--- config.mk ---
export PLATFORM = sky130hd
export DESIGN_NAME = fft_frame_buffer
export DESIGN_NICKNAME = d
export VERILOG_FILES = /design/src/rtl/fft_frame_buffer.sv
export SDC_FILE = /design/constraint.sdc
export NUM_CORES = 1
export LEC_CHECK = 0
export ABC_AREA = 1
export BUFFER_PORTS_ARGS = -buffer_cell sky130_fd_sc_hd__buf_2
export CAP_MARGIN = 30
export CORE_AREA = 5 5 172 340
export DETAILED_ROUTE_END_ITERATION = 12
export DIE_AREA = 0 0 177 345
export GPL_TIMING_DRIVEN = 0
export HOLD_SLACK_MARGIN = 0.08
export PLACE_DENSITY = 0.71
export SLEW_MARGIN = 20
export SYNTH_ARGS = -nofsm -noshare
export SYNTH_HDL_FRONTEND = slang
export SYNTH_SLANG_ARGS = --single-unit
--- constraint.sdc ---
create_clock -name clk -period 31.4 [get_ports clk]
set_clock_uncertainty 0.2 [all_clocks]
set_input_delay 7.85 -clock clk [delete_from_list [all_inputs] [get_ports clk]]
set_output_delay 7.85 -clock clk [all_outputs]
set_load 0.05 [all_outputs]
--- src/rtl/fft_frame_buffer.sv ---
// Sliding-window framing front end for the FFT: converts samples to fixed point and emits an NPT-wide frame every HOP accepted samples.
// Build option: define FFT_FRAME_BITREV_EN to emit frame slots in bit-reversed window order.
module fft_frame_buffer #(
   parameter int NPT        = 16,
   parameter int DATA_W     = 16,
   parameter int OUT_W      = 32,
   parameter int FRAC       = 16,
   parameter int HOP        = 16,
   parameter int NUM_FRAMES = 63
) (
   input  logic                     clk,
   input  logic                     rst,
   input  logic                     in_valid,
   input  logic signed [DATA_W-1:0] in_d,
   output logic                     frame_valid,
   output logic [NPT*OUT_W-1:0]     frame_data,
   output logic [15:0]              frame_cnt,
   output logic                     busy,
   output logic                     done
);

   localparam int CW = $clog2(NPT + 1);
`ifdef FFT_FRAME_BITREV_EN
   localparam int LOG2 = $clog2(NPT);
`endif

   typedef enum logic [1:0] {S_IDLE, S_FILL, S_RUN, S_DONE} state_t;

   state_t                    state;
   logic [CW-1:0]             fill_cnt;
   logic [CW-1:0]             hop_cnt;
   logic signed [OUT_W-1:0]   win     [NPT];
   logic signed [OUT_W-1:0]   win_nxt [NPT];
   logic [NPT*OUT_W-1:0]      frame_nxt;
   logic [15:0]               cnt_inc;
   logic                      accept;
   logic                      capture;
   logic                      last;

   function automatic logic signed [OUT_W-1:0] to_fixed(input logic signed [DATA_W-1:0] d);
      logic signed [OUT_W-1:0] ext;
      ext = OUT_W'(d);
      return ext <<< FRAC;
   endfunction

   function automatic logic [15:0] sat_inc(input logic [15:0] c);
      return (c == 16'hFFFF) ? c : c + 16'd1;
   endfunction

   function automatic int slot_src(input int k);
`ifdef FFT_FRAME_BITREV_EN
      int r;
      r = 0;
      for (int b = 0; b < LOG2; b++)
         if (((k >> b) & 1) != 0) r = r | (1 << (LOG2 - 1 - b));
      return r;
`else
      return k;
`endif
   endfunction

   // Next window including the sample on this edge, so a capture sees the newest sample
   always_comb begin
      for (int i = 0; i < NPT - 1; i++) win_nxt[i] = win[i + 1];
      win_nxt[NPT-1] = to_fixed(in_d);
      frame_nxt = '0;
      for (int k = 0; k < NPT; k++) frame_nxt[k*OUT_W +: OUT_W] = win_nxt[slot_src(k)];
   end

   assign accept  = in_valid && (state != S_DONE);
   assign capture = in_valid && (((state == S_FILL) && (fill_cnt == CW'(NPT - 1))) ||
                                 ((state == S_RUN)  && (hop_cnt  == CW'(HOP - 1))));
   assign cnt_inc = sat_inc(frame_cnt);
   assign last    = (NUM_FRAMES != 0) && (cnt_inc == 16'(NUM_FRAMES));

   always_ff @(posedge clk or posedge rst) begin
      if (rst) begin
         state       <= S_IDLE;
         fill_cnt    <= '0;
         hop_cnt     <= '0;
         frame_cnt   <= '0;
         frame_data  <= '0;
         frame_valid <= 1'b0;
         busy        <= 1'b0;
         done        <= 1'b0;
         for (int i = 0; i < NPT; i++) win[i] <= '0;
      end else begin
         frame_valid <= 1'b0;
         done        <= 1'b0;
         if (accept)
            for (int i = 0; i < NPT; i++) win[i] <= win_nxt[i];
         case (state)
            S_IDLE: begin
               if (in_valid) begin
                  fill_cnt  <= CW'(1);
                  hop_cnt   <= '0;
                  frame_cnt <= '0;
                  busy      <= 1'b1;
                  state     <= S_FILL;
               end
            end
            S_FILL: begin
               if (in_valid) fill_cnt <= fill_cnt + CW'(1);
            end
            S_RUN: begin
               if (in_valid && !capture) hop_cnt <= hop_cnt + CW'(1);
            end
            S_DONE: begin
               state <= S_IDLE;
            end
            default: state <= S_IDLE;
         endcase
         // Capture overrides the per-state updates above
         if (capture) begin
            frame_data  <= frame_nxt;
            frame_valid <= 1'b1;
            frame_cnt   <= cnt_inc;
            hop_cnt     <= '0;
            if (last) begin
               state <= S_DONE;
               busy  <= 1'b0;
               done  <= 1'b1;
            end else begin
               state <= S_RUN;
            end
         end
      end
   end

endmodule

==> results.md <==
* HPWL after DPL at 48.6 mm
* H-tree Lvls at 2
* Slew Viols, Final at 0
* Most used DFF post-synth: dfrtp_1
* DRC errors left at 0
* Clock Latency Late Sink at 0.57 ns
* Hold slack at 0.266 ns
* Fin area at 27,100 µm²
* Cell accounting for the most synthesized area: dfrtp_1
* Most frequent cells in the layout: 605 x nand2_1, 527 x dfrtp_1, 356 x buf_2
* Post-CTS sizing at 0
* R2R cell count at 11
* Largest net degree at the start of global routing at 105
* Area Growth Syn to Fin at 23.4%
* Reg-to-reg setup timing slack at 28.62 ns
* Post-route insts no fill at 3,768
* Pre-CTS setup slack at 21.29 ns
* Mapped Cells at 2,379
* Die Y at 345 µm
* Slowest stage delay, CP at 0.50 ns
* RSZ-0062 raised after global routing: false
* RR Endpoint: frame_data[54]$_DFFE_PP0P_
* Storage cell area at 13,200 µm²
* Met3 capacity usage during global routing at 6.16%
* Ports at 550
* Die area at 61,100 µm²
* Via/cell ratio at 4.55
* Max Freq at 106 MHz
* Antenna violations before repair at 0
* Final setup margin at 21.95 ns
* Worst setup EP type: output port
* Vias in the first global route at 17,000
* Outcome: finished, final reports clean
* Multi-input gate area at 6270 µm²
* Critical Path, Cell by Cell: buf_2
* Sequential area share after synthesis at 60.0%
* Drt wl/cell at 16.8 µm
* DRT Pass-1 Iters at 5
* Area contributors post-synth: dfrtp_1 60%, nand2_1 10%, buf_4 8.7%
* WP buf/inv at 1
* FF-to-FF Start: fill_cnt[0]$_DFFE_PP0P_
* Global routing usage on met2 at 33.4%
* Placed Instance Area at 25,500 µm²
* Diode count at 0
* # setup viols final at 0
* CP Capture Point: frame_cnt[0]
* Pwr Total at 2.87 mW
* Input/output buffers at 293
* CTS tree: built
* First-pass GRT wire length at 97.5 mm
* Syn_area_per_cell at 9.25 µm²
* Fill count at 5,325
* Clk root buf: clkbuf_16
* Actual slew at the worst max-slew pin at 0.720 ns
* Post-CTS Hold Buffers at 0
* Power Dens Cells at 106 nW/µm²
* Setup tns final at 0 ns
* Synth top area share at 60.0%
* Slowest-stage cell, CP: dfrtp_1
* Worst VDD drop at 99.9 µV
* Share of cells above drive strength 1 at 23.4%
* Cell depth of the worst setup path at 1
* Arrival time worst endpoint at 1.40 ns
* Static Leak at 14.2 nW
* Gr usage total at 20.1%
* GR peak layer: met2
* Max Fanout on Critical Path at 7
* Asr flop ratio synth at 100%
* Row cnt at 123
* Critical path's top delay family: flip-flops
* Post-route ant nets at 0
* Routability cong. at 0.902
* EDFF count, synth at 0
* Period utilization at 30.1%
* Yosys reg bits at 527
* Worst Hold Depth at 2
* Total number of vias at 17,100
* Gr ovfl total at 0
* Hold crit path type: reg2reg
* CTS Buf Count at 48
* Grt met1 use at 26.2%
* Crit path time final at 9.45 ns
* Start point of the critical path: frame_cnt[0]$_DFFE_PP0P_
* Clock-pin slew on the worst setup and hold paths at 0.07 ns
* Most common cell after layout, fill and taps aside: nand2_1
* Setup CP Type: reg2out
* Final hold violation count at 0
* Final core occ at 48.7%
* Mapped Area at 22,000 µm²
* Max cap viols at 0
* Nets@finish at 3,006
* Synth warnings at 0
* Iteration-0 DRC Markers at 1,358
* Initial core utilization at 39.5%
* Horiz. Die Dim at 177 µm
* CORE AREA at 55,700 µm²
* Slew HR at 52.0%
* Clk sinks at 527
* CP required at 23.35 ns
* Setup Fix Bufs, Post-CTS at 0
* Clock buffer depth at 3
* DRT Wirelength at 63.5 mm
* Cell variety after synth at 28
* Crit path launch type: flip-flop
* Post-Place Cells at 3,682
[synth_stat cells, types with 2 or more instances]
library cell / number
nand4_1: 7
buf_6: 3
nand3_1: 22
ha_1: 5
o21ai_0: 275
buf_2: 63
dfrtp_1: 527
inv_2: 2
o21ai_1: 223
buf_4: 256
nand2_1: 605
nor2_1: 39
o22ai_1: 9
inv_1: 276
buf_1: 6
a21oi_1: 6
nor2_2: 3
clkbuf_1: 42
[registers in the layout (all words and copies together), names as in the netlist]
signal	cells
frame_data	256
frame_cnt	16
fill_cnt	5
state	2
hop_cnt	5
done	1
frame_valid	1
frame_nxt	240
busy	1
[kinds of logic after synthesis]
kind of cell,Yosys count,synth area share [%]
buffers and inverters,648,15.9
adder cells (fa/ha/maj),5,0.284
AO/OA/AOI/OAI,517,11.9
AND/OR/NAND/NOR,678,11.8
other,1,0.0170
multiplexers,1,0.0455
XOR/XNOR,2,0.0797
flip-flops,527,60.0
[layout make-up]
| class | instances | area share (%) |
|---|---|---|
| flip-flops and latches | 527 | 48.6 |
| multi-input cells | 1459 | 23.1 |
| clock inverters | 15 | 0.724 |
| inverters | 278 | 3.87 |
| clock buffers | 71 | 5.30 |
| plain buffers | 370 | 9.03 |
| well taps | 750 | 3.46 |
| repair buffers | 298 | 5.91 |
[worst min-delay path by stage]
| stage | start | endpoint | slack, ns |
|---|---|---|---|
| after detailed placement | frame_data[23]$_DFFE_PP0P_ | frame_data[23]$_DFFE_PP0P_ | 0.25 |
| after CTS | fill_cnt[3]$_DFFE_PP0P_ | fill_cnt[3]$_DFFE_PP0P_ | 0.27 |
| after floorplan | fill_cnt[3]$_DFFE_PP0P_ | fill_cnt[3]$_DFFE_PP0P_ | 0.23 |
| after global placement | fill_cnt[3]$_DFFE_PP0P_ | fill_cnt[3]$_DFFE_PP0P_ | 0.25 |
| final | frame_data[21]$_DFFE_PP0P_ | frame_data[21]$_DFFE_PP0P_ | 0.27 |
| after global routing | frame_data[29]$_DFFE_PP0P_ | frame_data[29]$_DFFE_PP0P_ | 0.29 |
[per-layer routing]
metal  share of wire (%)  vias up  routed length, µm
li1                    -     8137                  -
met1                  40     8234              25400
met2                  48      691              30300
met3                  10       80               6590
met4                 1.8        0               1120
met5                   0        -                  0
[power by group]
| group | leakage, nW | internal [mW] | switching (mW) | total (mW) |
|---|---|---|---|---|
| logic | 6.69 | 0.249 | 0.959 | 1.21 |
| registers | 6.71 | 0.909 | 0.148 | 1.06 |
| clock network | 0.809 | 0.350 | 0.258 | 0.608 |
Power figures use the tool's default switching activity.
